<file path="src/rtl/lcd_write_arbiter.sv">
// Two-client arbiter for the lcd_control character-write port; also owns clearAll.
// Optional build macro LCD_ARB_TIMEOUT_EN adds a writeDone watchdog driving timeout_err.
//
// state      | meaning
// -----------+-----------------------------------------------------------
// WAIT_INIT  | lcd_control not initialised; nothing is issued
// IDLE       | choose next action: clear, locked client, or arbitration
// LOAD       | latch the granted client's byte onto dataIn
// START      | one-cycle writeStart pulse
// WAIT_DONE  | wait for the writeDone rising edge, then pulse ready
// CLEAR      | hold clearAll for CLEAR_HOLD cycles
module lcd_write_arbiter #(
  parameter int CLEAR_HOLD     = 16,
  parameter int TIMEOUT_CYCLES = 2000000
) (
  input  logic       clk,
  input  logic       rst,
  input  logic       initDone,
  input  logic       writeDone,
  output logic       writeStart,
  output logic [7:0] dataIn,
  output logic       clearAll,
  input  logic       c0_valid,
  input  logic [7:0] c0_data,
  input  logic       c0_last,
  output logic       c0_ready,
  input  logic       c1_valid,
  input  logic [7:0] c1_data,
  input  logic       c1_last,
  output logic       c1_ready,
  input  logic       clear_req,
  output logic [1:0] grant,
  output logic       busy,
  output logic       timeout_err
);

  localparam int CL_W = $clog2(CLEAR_HOLD + 1);

  typedef enum logic [2:0] {
    S_WAIT_INIT,
    S_IDLE,
    S_LOAD,
    S_START,
    S_WAIT_DONE,
    S_CLEAR
  } state_t;

  state_t          state;
  state_t          state_nxt;
  logic [1:0]      grant_nxt;
  logic            rr;
  logic            rr_nxt;
  logic            clr_pend;
  logic [CL_W-1:0] clr_cnt;
  logic            wd_prev;
  logic            wd_edge;
  logic            enter_clear;
  logic            load_data;
  logic [1:0]      ready_vec;
  logic            timeout_hit;
  logic            gsel;
  logic            sel_valid;
  logic            sel_last;

  assign wd_edge   = writeDone & ~wd_prev;
  assign gsel      = grant[1];
  assign sel_valid = gsel ? c1_valid : c0_valid;
  assign sel_last  = gsel ? c1_last  : c0_last;

  always_ff @(posedge clk or negedge rst) begin
    if (!rst) begin
      state    <= S_WAIT_INIT;
      grant    <= 2'b00;
      rr       <= 1'b0;
      clr_pend <= 1'b0;
      clr_cnt  <= '0;
      wd_prev  <= 1'b0;
      dataIn   <= 8'h00;
      busy     <= 1'b0;
    end else begin
      state   <= state_nxt;
      grant   <= grant_nxt;
      rr      <= rr_nxt;
      wd_prev <= writeDone;
      busy    <= (state_nxt != S_IDLE);
      // a request arriving on the entry cycle must survive, so set beats clear
      if (clear_req) begin
        clr_pend <= 1'b1;
      end else if (enter_clear) begin
        clr_pend <= 1'b0;
      end
      if (enter_clear) begin
        clr_cnt <= CL_W'(CLEAR_HOLD - 1);
      end else if (state == S_CLEAR && clr_cnt != '0) begin
        clr_cnt <= clr_cnt - 1'b1;
      end
      if (load_data) begin
        dataIn <= gsel ? c1_data : c0_data;
      end
    end
  end

  always_comb begin
    state_nxt   = state;
    grant_nxt   = grant;
    rr_nxt      = rr;
    enter_clear = 1'b0;
    load_data   = 1'b0;
    ready_vec   = 2'b00;
    // losing initDone aborts everything; the client re-presents its byte later
    if (state != S_WAIT_INIT && !initDone) begin
      state_nxt = S_WAIT_INIT;
      grant_nxt = 2'b00;
    end else begin
      case (state)
        S_WAIT_INIT: begin
          if (initDone) state_nxt = S_IDLE;
        end
        S_IDLE: begin
          if (|grant) begin
            if (sel_valid) state_nxt = S_LOAD;
          end else if (clr_pend) begin
            state_nxt   = S_CLEAR;
            enter_clear = 1'b1;
          end else if (c0_valid && c1_valid) begin
            grant_nxt = rr ? 2'b10 : 2'b01;
            state_nxt = S_LOAD;
          end else if (c0_valid) begin
            grant_nxt = 2'b01;
            state_nxt = S_LOAD;
          end else if (c1_valid) begin
            grant_nxt = 2'b10;
            state_nxt = S_LOAD;
          end
        end
        S_LOAD: begin
          load_data = 1'b1;
          state_nxt = S_START;
        end
        S_START: begin
          state_nxt = S_WAIT_DONE;
        end
        S_WAIT_DONE: begin
          if (wd_edge || timeout_hit) begin
            ready_vec = grant;
            state_nxt = S_IDLE;
            // a timed-out byte is dropped and the whole message is abandoned
            if (sel_last || !wd_edge) begin
              grant_nxt = 2'b00;
              rr_nxt    = ~gsel;
            end
          end
        end
        S_CLEAR: begin
          if (clr_cnt == '0) state_nxt = S_IDLE;
        end
        default: state_nxt = S_WAIT_INIT;
      endcase
    end
  end

  assign writeStart = (state == S_START) & initDone;
  assign clearAll   = (state == S_CLEAR) & initDone;
  assign c0_ready   = ready_vec[0];
  assign c1_ready   = ready_vec[1];

`ifdef LCD_ARB_TIMEOUT_EN
  localparam int TO_W = $clog2(TIMEOUT_CYCLES + 1);

  logic [TO_W-1:0] to_cnt;

  assign timeout_hit = (state == S_WAIT_DONE) && (to_cnt == '0) && !wd_edge;

  always_ff @(posedge clk or negedge rst) begin
    if (!rst) begin
      to_cnt      <= '0;
      timeout_err <= 1'b0;
    end else begin
      if (state == S_START) begin
        to_cnt <= TO_W'(TIMEOUT_CYCLES - 1);
      end else if (state == S_WAIT_DONE && to_cnt != '0) begin
        to_cnt <= to_cnt - 1'b1;
      end
      if (timeout_hit && initDone) timeout_err <= 1'b1;
    end
  end
`else
  logic unused_timeout;

  assign unused_timeout = (TIMEOUT_CYCLES == 0);
  assign timeout_hit    = 1'b0;
  assign timeout_err    = 1'b0;
`endif

endmodule

</file>
<file path="config.mk">
export PLATFORM = sky130hd
export DESIGN_NAME = lcd_write_arbiter
export DESIGN_NICKNAME = d
export VERILOG_FILES = /design/src/rtl/lcd_write_arbiter.sv
export SDC_FILE = /design/constraint.sdc
export NUM_CORES = 1
export LEC_CHECK = 0
export ABC_AREA = 1
export ABC_CLOCK_PERIOD_IN_PS = 3000
export BUFFER_PORTS_ARGS = -buffer_cell sky130_fd_sc_hd__buf_4
export CAP_MARGIN = 5
export CORE_ASPECT_RATIO = 2
export CORE_MARGIN = 2
export CORE_UTILIZATION = 35
export DETAILED_ROUTE_END_ITERATION = 8
export GPL_ROUTABILITY_DRIVEN = 0
export PLACE_DENSITY_LB_ADDON = 0.15
export REMOVE_ABC_BUFFERS = 1
export SLEW_MARGIN = 20
export SYNTH_ARGS = -nofsm -noshare
export SYNTH_HDL_FRONTEND = slang
export SYNTH_SLANG_ARGS = --single-unit
</file>
<file path="constraint.sdc">
create_clock -name clk -period 3 [get_ports clk]
set_input_delay 0.45 -clock clk [delete_from_list [all_inputs] [get_ports clk]]
set_output_delay 0.45 -clock clk [all_outputs]
set_load 0.03 [all_outputs]
</file>
* Yosys cells after proc, flatten, opt, wreduce, memory -nomap -nowiden *
Cells that the tools add are included.
Widths: inputs -> output; s select.

storage, ports and cells
  bits in registers = 22
  word-level logic and storage cells = 79
  bits of input ports = 25
  output and inout bits = 16

cells by class
  equality and inequality tests = 11
  bitwise operators = 6
  reductions and logical operators = 16
  mux-type cells = 37
  add/subtract/negate cells = 1

operators with widths
  operator             number
  $mux 3               10
  $mux 2               12
  $pmux 3 s6           1
  $ne 3x3->1 const B   4
  $mux 1               10
  $mux 5               2
  $mux 8               1
  $eq 3x2->1 const B   2
  $eq 3x3->1 const B   2
  $reduce_and 6->1     1
  $reduce_bool 3->1    2
  $logic_not 5->1      1
  $ne 5x5->1 const B   1
  $reduce_bool 5->1    1
  $sub 5x1->5 const B  1
  $pmux 2 s2           1
  $reduce_and 4->1     1
  $reduce_bool 2->1    2
  $and 1x1->1          3
  $eq 3x1->1 const B   1
  $logic_and 1x1->1    3
  $logic_not 3->1      1
  $ne 3x1->1 const B   1
  $not 1->1            3
  other kinds (3)      4

* Depth between registers and ports, before layout *
Gate-level depths: netlist of the first run.

  word-level depth = 8
  depth in mapped cells = 10
  depth with buffers taken out = 9

* Worst setup path before layout of the first run *
Ideal clock, no wire load.

  path kind = register -> output
  from = reg state[0]
  to = out c0_ready
  data required time = 2.550 ns
  setup slack = 1.228 ns
  data arrival time = 1.322 ns
  stages on the path, launching flop included = 9
  buffers on the path = 1
  cell sequence = dfrtp_1 > buf_6 > nor2_2 > nand2_2 > inv_2 > nand2_2 > clkinv_1 > nand2_1 > nor2_1

between the ends
  cells in the longest elaborated chain, start to end = 3
  elaborated cells on any way between the ends = 5
  classes of those cells = eq/ne: 1; mux: 2; reduce/logical: 2

ends and longest elaborated chain
  item                                                    line      source
  start: declaration                                      48        state_t state;
  start signal: assignment                                81        state <= state_nxt;
  $eq 3x3->1 / $reduce_bool 3->1 (equally long branches)  115, 111
  $mux 2 / $logic_and 1x1->1 (equally long branches)      115, 111
  $mux 2 (*)                                              111       if (state != S_WAIT_INIT && !initDone) begin
  end: declaration                                        26        output logic c0_ready,

Mark *: on every way between the ends. The rest lies on a longest branch, timed or not.

* Worst setup path after layout of the first run *
  from = reg state[0]
  to = out c1_ready

between the ends
  cells in the longest elaborated chain, start to end = 3
  elaborated cells on any way between the ends = 5
  classes of those cells = eq/ne: 1; mux: 2; reduce/logical: 2

ends and longest elaborated chain
  item                                                    line      source
  $eq 3x3->1 / $reduce_bool 3->1 (equally long branches)  115, 111
  $mux 2 / $logic_and 1x1->1 (equally long branches)      115, 111
  $mux 2 (*)                                              111
  end: declaration                                        30        output logic c1_ready,

Marks and branches as above.

==> results.md, run 1 <==
- Layout cell share with drive strength beyond 1: between 30% and 40%
- Final Cycle Share: around two thirds
- Detailed-route wire length per cell: 12.2 um
- Design area: roughly 1700 um^2
- Critical path cell sequence: nor2_2, nand2_2, inv_2, nand2_2, clkinv_1, nand2_1, nor2_1, buf_4
- Hold_buf cts: 0
- DRT iter0 DRCs: 40
- Status: completed
- Drt via density: between 4 and 5
- Num CTS Buffers: 3
- Final Max Tran Viols: 0
- P per Cell Area: 942 nW/um^2
- Die Width: slightly below 50 um
- FP Rows: 32
- Post-synthesis register bit count: 22
- RSZ-0062 raised after global routing: false
- CTS tree: yes
- Critical path endpoint category: primary output
- Maximum VDD drop: 0.000504 V
- Data required, critical path: about 2.6 ns
- Die Area: approximately 4500 um^2
- Die Height: roughly 92 um
- Post-Syn Area per Cell: 7.52 um^2
- Fill cells: around 400
- Finished Layout Cells: 271
- Global route overflow: 0
- Clk Latency, worst-skew pair: approximately 0.27 ns
- DP Cell Count: between 200 and 300
- Vias: roughly 1300
- Final HPWL DP: between 2000 and 3000 um
- Most common cell on crit path: nand2_2
- IO Port Bufs: 39
- CP startpoint kind: flop
- Num Clock Sinks: 22
- Final Hold Vio Count: 0
- Vias in the first global route: about 1300
- Crit-path max FO: 9
- Setup TNS: 0 ns
- Largest net degree at the start of global routing: 23
- Maxcap violations: 0
- Overall Power: 1.63 mW
- Dpl cell area: 1680 um^2
- H-tree depth: 1
- Nets@finish: between 200 and 250
- Clock tree buffer depth: 2
- Post-Syn Instances: about 180
- Peak Freq: approximately 0.5 GHz
- Area delta synth->final: 26.8%
- Period minus WS final: 2.00 ns
- Yosys cell types: 30
- CTS root buf: clkbuf_8
- Yosys warns: 0
- CP peak stage delay: approximately 0.5 ns
- Core Box Area: between 3000 and 4000 um^2
- Initial antenna violation count: 0
- Worst-path clk slew: approximately 0.080 ns
- Crit path max-delay cell type: dfrtp_1
- Layout Skew: 0.00241 ns
- Leakage: a little over 0.9 nW
- First-pass GRT wire length: around 5500 um
- Initial Utilization: between 30% and 40%
- Finish-stage setup viols: 0
- Final ANT Viol Nets: 0
- Hold Crit Class: in2async
- Post-CTS setup buffers: 0
- WP buf/inv: 3
- Initial DRT Pass Iterations: 4
- Delay-heaviest family, CP: simple AND/OR/NAND/NOR gates
- Sequential-to-total area share from yosys stat: 40.2%
- Arrival @ worst endpoint: between 1.5 and 2 ns
- Ports: 41
- Final WL: 3300 um
- Number of instances resized during post-cts repair: 0
- Crit path kind: reg2out
- Residual DRC: 0
- All-Layer GR Usage: between 10% and 20%
- Diodes inserted: 0
- Area of the mapped netlist: 1370 um^2
[cells by family (layout without fill, tap and decap cells)]
kind of cell / Yosys count / count (layout) / share of synthesized area (%)
other: 1 / 1 / 0.274
xor gates and xnor gates: 1 / 1 / 0.640
AOI/OAI and AO/OA: 17 / 17 / 7.59
adders and majority gates: 2 / 2 / 1.83
buffers and inverters: 28 / 66 / 9.78
DFF: 22 / 22 / 40.2
and+or+nand+nor: 111 / 111 / 39.7
[cells in the mapped netlist]
master	n	area, um^2
buf_4	1	7.51
o211ai_1	1	7.51
nand2_2	4	25.0
nand3_2	2	20.0
inv_4	1	6.26
nand2_4	2	22.5
clkinv_1	1	3.75
o21ai_0	1	5.00
o21bai_1	1	7.51
a21oi_2	1	8.76
inv_2	8	30.0
dfrtp_1	22	551
nand4_1	4	25.0
xnor2_1	1	8.76
nor2_1	27	101
nand3_1	14	70.1
a21oi_1	3	15.0
nor2_8	2	40.0
nor2_4	1	11.3
clkbuf_1	1	3.75
a31oi_1	8	50.1
ha_1	2	25.0
o21ai_1	2	10.0
buf_6	3	33.8
and2_1	1	6.26
nor2_2	2	12.5
nand3_4	1	17.5
conb_1	1	3.75
nand2_1	51	191
inv_1	13	48.8
[metrics by stage]
stage / worst slack, ns / util [%] / hold WS, ns
4_1_cts: 0.986 / 45.6 / 0.0725
3_5_place_dp: 1.29 / 44.2 / 0.366
2_1_floorplan: 1.23 / - / 0.154
5_1_grt: 0.861 / 45.6 / 0.0786
3_3_place_gp: 1.31 / 44.2 / 0.365
6_report: 0.997 / 45.6 / 0.0575
[sequential cells by signal, summed over array words and instances, names as in the netlist]
| name | flops |
|---|---|
| rr | 1 |
| clr_cnt | 5 |
| busy | 1 |
| state | 3 |
| dataIn | 8 |
| grant | 2 |
| clr_pend | 1 |
| wd_prev | 1 |
[area by class of cell]
| type | count | area [um^2] | area share, % |
|---|---|---|---|
| Sequential cell | 22 | 551 | 31.7 |
| Multi-Input combinational cell | 132 | 684 | 39.4 |
| Inverter | 23 | 88.8 | 5.12 |
| Timing Repair Buffer | 39 | 293 | 16.9 |
| Tap cell | 51 | 63.8 | 3.68 |
| Clock buffer | 4 | 55.1 | 3.17 |
[where the power goes]
part	switching, mW	leakage (nW)	internal (mW)
Sequential	0.116	0.263	0.418
Clock	0.103	0.0288	0.117
Combinational	0.562	0.633	0.319
Total	0.780	0.925	0.854
[path summary, 6_finish.rpt]
| path | start | cells past startpoint | slack, ns | endpoint |
|---|---|---|---|---|
| worst max-delay path | state[0] | 8 | 1.0 | c1_ready |
| worst min-delay path | rst | 1 | 0.06 | dataIn[0] |
| worst max register to register | grant[1] | 7 | 1.31 | busy |
| worst min register to register | rr | 2 | 0.50 | rr |
| max in group asynchronous | rst | 1 | 2.71 | wd_prev |
| min in group clk | writeDone | 1 | 0.30 | wd_prev |
[layer usage]
metal  routed length [um]  vias up  global-route usage (%)
met5                    0        -                       0
met4                   92        0                    8.56
met3                  145        7                    1.17
met2                 1840       43                    29.8
met1                 1220      573                    19.3
li1                     -      648                       -
[layout by cell type, fill, tap and decap left out, types with 3 or more instances in the layout]
| master | synthesis | routed |
|---|---|---|
| nand2_1 | 51 | 51 |
| buf_4 | 1 | 39 |
| nor2_1 | 27 | 27 |
| dfrtp_1 | 22 | 22 |
| nand3_1 | 14 | 14 |
| inv_1 | 13 | 13 |
| inv_2 | 8 | 8 |
| a31oi_1 | 8 | 8 |
| nand2_2 | 4 | 4 |
| nand4_1 | 4 | 4 |
| clkbuf_8 | 0 | 4 |
| a21oi_1 | 3 | 3 |
Note: power is estimated with default switching activity, not from simulation.
==> inputs of run 2 (changes only) <==
Settings changed: ABC_CLOCK_PERIOD_IN_PS 3000 to 2000.
Clock period 3 ns to 2 ns, I/O delays scaled along.
==> results.md, run 2 (synthesis results as in run 1) <==
- Status: completed
- Crit-path max FO: 5 (-4)
- Most frequent cells in the layout: 51 x nand2_1, 40 x buf_4, 27 x nor2_1
- Critical path endpoint category: primary output
- Clk Latency, worst-skew pair: 0.26 ns (about the same)
- Overall Power: 2.46 mW (+50%)
- Maxcap violations: 0 (unchanged)
- First-pass GRT wire length: 5600 um (+1.1%)
- Vias in the first global route: 1273 (unchanged)
- Design area: 1750 um^2 (+1.1%)
- Final Max Tran Viols: 0 (unchanged)
- Leakage: 0.933 nW (+0.88%)
- Crit path kind: reg2out
- Die Area: 4460 um^2 (unchanged)
- Diodes inserted: 0 (unchanged)
- Global route overflow: 0 (unchanged)
- H-tree depth: 1 (unchanged)
- Num Clock Sinks: 22 (unchanged)
- Vias: 1273 (+0.16%)
- Largest register by flop count: dataIn
- CTS tree: yes
- Number of flip-flops in the largest register: 8 (unchanged)
- Period minus WS final: between 1.5 and 2 ns
- IO Port Bufs: 39 (unchanged)
- FP Rows: 32 (unchanged)
- Fill cells: 410 (unchanged)
- Residual DRC: 0 (unchanged)
- Initial DRT Pass Iterations: 5 (+1)
- Initial Utilization: 36.0% (unchanged)
- Most common cell after layout, fill and taps aside: nand2_1
- Peak Freq: 0.541 GHz
- Nets@finish: 250 (+0.81%)
- Largest net degree at the start of global routing: 23 (unchanged)
- DRT iter0 DRCs: 23 (-43%)
- Die Width: 48.2 um (unchanged)
- Maximum VDD drop: 0.000781 V (+55%)
- Final HPWL DP: 2590 um (-0.43%)
- Fin Hold WS: 0.158 ns (+0.101 ns)
- Num CTS Buffers: 3 (unchanged)
- Detailed-route wire length per cell: 11.9 um (-2.1%)
- Clock tree buffer depth: 2 (unchanged)
- Final WL: 3260 um (-1.4%)
- Biggest regs: dataIn: 8 flops, clr_cnt: 5 flops, state: 3 flops
- DR WL met3: 115 um (-21%)
- Highest Signal Layer: met4
- Setup TNS: 0 ns (unchanged)
- Layout cell share with drive strength beyond 1: 31.1% (+0.63 points)
- Core Box Area: 3800 um^2 (unchanged)
- CP startpoint kind: flop
- Layout Utilization: 46.1% (+0.49 points)
- Die Height: 92.4 um (unchanged)
- Hold Crit Class: in2reg
- Drt via density: 4.66 (-0.58%)
- Worst-path clk slew: 0.08 ns (about the same)
- Wire length on met2: 1870 um (+1.5%)
- Data required, critical path: 1.70 ns (-0.85 ns)
- P per Cell Area: 1400 nW/um^2 (+49%)
- Initial antenna violation count: 0 (unchanged)
- Ports: 41 (unchanged)
- RSZ-0062 raised after global routing: false
- M1 WL: 1180 um (-3.2%)
- All-Layer GR Usage: 17.3% (+0.080 points)
- Finish-stage setup viols: 0 (unchanged)
- Final Cycle Share: between 90% and 100%
- Dpl cell area: 1690 um^2 (+0.45%)
- CTS root buf: clkbuf_8
- Area delta synth->final: 28.2%
- Layout Skew: 0.00126 ns (-0.00116 ns)
- Final ANT Viol Nets: 0 (unchanged)
- Final Hold Vio Count: 0 (unchanged)
- Arrival @ worst endpoint: 1.55 ns (about the same)
==> run 2: changes by cell type in the layout (fill, tap and decap cells not counted), sizes merged <==
cell | previous run | this run
dlygate4sd3 | 0 | 1
buf | 39 | 40
==> run 2: worst max-delay path: stages (launching register included) <==
cell      delay [ns]
dfrtp_1         0.47
nor2_2          0.21
nand2_2         0.10
inv_2           0.07
nand2_2         0.05
clkinv_1        0.06
nand2_1         0.06
nor2_1          0.10
buf_4           0.17
==> run 2: power by group <==
part / internal [mW] / total [mW] / leakage (nW) / switching, mW
clock network: 0.176 / 0.320 / 0.0288 / 0.144
registers: 0.630 / 0.777 / 0.261 / 0.147
logic: 0.489 / 1.36 / 0.643 / 0.874
==> run 2: final cells by class <==
| class | instances | area (um^2) | share of cell area (%) |
|---|---|---|---|
| clock buffer | 4 | 55.1 | 3.14 |
| inverter | 23 | 88.8 | 5.06 |
| multi-input combinational | 132 | 684 | 39.0 |
| sequential | 22 | 552 | 31.5 |
| tap | 51 | 63.8 | 3.64 |
| timing repair buffer | 41 | 310 | 17.7 |
==> run 2: path summary, 6_finish.rpt <==
check	slack (ns)	to	depth (start not counted)	start
worst min-delay path	0.16	wd_prev	1	writeDone
worst max-delay path	0.15	c0_ready	8	state[1]
max in group asynchronous	1.29	state[0]	2	rst
worst max register to register	0.56	grant[1]	8	grant[1]
worst min register to register	0.50	clr_cnt[0]	2	clr_cnt[0]
min in group asynchronous	0.46	dataIn[0]	2	rst
==> run 2: per-layer routing <==
layer	vias to the layer above	global-route usage, %
met5	-	0
met2	33	29.8
met1	579	19.8
met4	0	6.53
met3	7	2.53
li1	654	-
==> run 2: through the flow <==
| stage | setup WS [ns] | cells |
|---|---|---|
| after floorplan | 0.379 | 177 |
| after global placement | 0.463 | 268 |
| after detailed placement | 0.438 | 268 |
| after CTS | 0.124 | 273 |
| after global routing | 0.0322 | 273 |
| final | 0.151 | 273 |
==> run 2: repair_timing <==
action | 4_1_cts | 5_1_grt
resized for setup | 0 | 1
endpoints found under the setup margin | 0 | 1
setup buffers | 0 | 0
hold buffers | 1 | 0
hold endpoints to repair | 22 | 0
==> inputs of run 3 (changes only) <==
Settings changed: PLACE_DENSITY_LB_ADDON 0.15 to 0.05.
==> results.md, run 3 (synthesis results as in run 1) <==
- Clock share of power: 13.3% (+0.3 points)
- Final WL: 3310 um (+1.6%)
- CP startpoint kind: flop
- Hold Crit Class: in2reg
- Hold_buf cts: 1 (unchanged)
- Worst-path clk slew: 0.08 ns (about the same)
- Final ANT Viol Nets: 0 (unchanged)
- Switching part of the total power: 47.6% (+0.25 points)
- Num Clock Sinks: 22 (unchanged)
- DRT iter0 DRCs: 26 (+13%)
- Most common cell after layout, fill and taps aside: nand2_1
- All-Layer GR Usage: 16.5% (-0.84 points)
- Final HPWL DP: 2620 um (+1.1%)
- Final Cycle Share: 93.5% (+1.0 points)
- Switching power: 1.17 mW (+0.79%)
- Residual DRC: 0 (unchanged)
- Nets@finish: 250 (unchanged)
- Clock tree buffer depth: 2 (unchanged)
- Post-CTS setup buffers: 0 (unchanged)
- Final Max Tran Viols: 0 (unchanged)
- Ports: 41 (unchanged)
- Largest register by flop count: dataIn
- Finished Layout Cells: 273 (unchanged)
- Maxcap violations: 0 (unchanged)
- Diodes inserted: 0 (unchanged)
- DP Cell Count: 268 (unchanged)
- Setup TNS: 0 ns (unchanged)
- Layout Skew: 0.00117 ns (-0.0000820 ns)
- Int Pwr: 1.29 mW (-0.22%)
- Leakage: 0.934 nW (+0.13%)
- FP Rows: 32 (unchanged)
- Fill cells: 409 (-0.24%)
- Critical path endpoint category: primary output
- Vias in the first global route: 1207 (-5.2%)
- Initial Utilization: 36.0% (unchanged)
- Maximum VDD drop: 0.000636 V (-19%)
- Area delta synth->final: 28.1% (about the same)
- Seq pwr share: 31.2% (-0.4 points)
- Status: completed
- Arrival @ worst endpoint: 1.57 ns (+0.02 ns)
- Peak Freq: 0.535 GHz (-1.1%)
- Most frequent cells in the layout: 51 x nand2_1, 40 x buf_4, 27 x nor2_1
- Data required, critical path: 1.70 ns (about the same)
- P per Cell Area: 1410 nW/um^2 (+0.33%)
- Detailed-route wire length per cell: 12.1 um (+1.6%)
- H-tree depth: 1 (unchanged)
- Die Width: 48.2 um (unchanged)
- Initial DRT Pass Iterations: 4 (-1)
- Initial antenna violation count: 0 (unchanged)
- Biggest regs: dataIn: 8 flops, clr_cnt: 5 flops, state: 3 flops
- Core Box Area: 3800 um^2 (unchanged)
- Crit-path max FO: 9 (+4)
- Num CTS Buffers: 3 (unchanged)
- Layout cell share with drive strength beyond 1: 30.6% (-0.45 points)
- CTS root buf: clkbuf_8
- Global route overflow: 0 (unchanged)
- Crit path kind: reg2out
- IO Port Bufs: 39 (unchanged)
- Die Area: 4460 um^2 (unchanged)
- CTS tree: yes
- Drt via density: 4.64 (-0.47%)
- Period minus WS final: 1.87 ns (+0.0207 ns)
- Die Height: 92.4 um (unchanged)
- Number of instances resized during post-cts repair: 0 (unchanged)
- Number of flip-flops in the largest register: 8 (unchanged)
- Largest net degree at the start of global routing: 23 (unchanged)
- Final Hold Vio Count: 0 (unchanged)
- Vias: 1267 (-0.47%)
- RSZ-0062 raised after global routing: false
- Clk Latency, worst-skew pair: 0.27 ns (about the same)
- Combinational power share: 55.5% (about the same)
- First-pass GRT wire length: 5220 um (-6.8%)
- Finish-stage setup viols: 0 (unchanged)
[run 3: worst paths after layout]
check | slack, ns | depth (start not counted) | startpoint | end
hold reg to reg | 0.51 | 2 | clr_cnt[0] | clr_cnt[0]
setup reg to reg | 0.58 | 8 | grant[1] | grant[1]
min in group asynchronous | 0.46 | 2 | rst | dataIn[5]
setup / recovery | 0.13 | 8 | state[0] | c1_ready
hold / removal | 0.15 | 1 | writeDone | wd_prev
max in group asynchronous | 1.31 | 2 | rst | clr_cnt[2]
[run 3: through the flow]
| stage | utilization, % | area [um^2] | power (mW) | hold slack, ns | worst slack, ns |
|---|---|---|---|---|---|
| floorplan | - | 1320 | 1.74 | 0.00441 | 0.379 |
| global placement | 44.4 | 1690 | 2.14 | 0.214 | 0.457 |
| detailed placement | 44.4 | 1690 | 2.16 | 0.215 | 0.420 |
| CTS | 46.1 | 1750 | 2.49 | 0.143 | 0.114 |
| global route | 46.1 | 1750 | 2.67 | 0.140 | 0.0342 |
| finish | 46.1 | 1750 | 2.47 | 0.150 | 0.130 |
[run 3: critical path, cell delays in order, from the launching register on]
cell      delay [ns]
dfrtp_1         0.50
nor2_2          0.20
nand2_2         0.11
inv_2           0.07
nand2_2         0.05
clkinv_1        0.06
nand2_1         0.06
nor2_1          0.09
buf_4           0.17
[run 3: power groups by stage]
stage	combinational (mW)	clock (mW)	sequential, mW
final	1.37	0.328	0.770
after global routing	1.52	0.355	0.795
after CTS	1.38	0.335	0.771
after detailed placement	1.38	0	0.780
after global placement	1.37	0	0.767
after floorplan	0.771	0	0.967
[run 3: routing by layer]
| layer | vias up | share of wire, % | track usage [%] |
|---|---|---|---|
| met1 | 576 | 40 | 17.7 |
| li1 | 652 | - | - |
| met2 | 30 | 53 | 27.7 |
| met5 | - | 0 | 0 |
| met3 | 9 | 3.7 | 2.73 |
| met4 | 0 | 3.5 | 9.23 |
[run 3: layout make-up]
type | count | area (um^2) | area share, %
timing repair buffer | 41 | 310 | 17.7
multi-input combinational | 132 | 684 | 39.0
tap | 51 | 63.8 | 3.64
clock buffer | 4 | 55.1 | 3.14
sequential | 22 | 551 | 31.4
inverter | 23 | 88.8 | 5.07
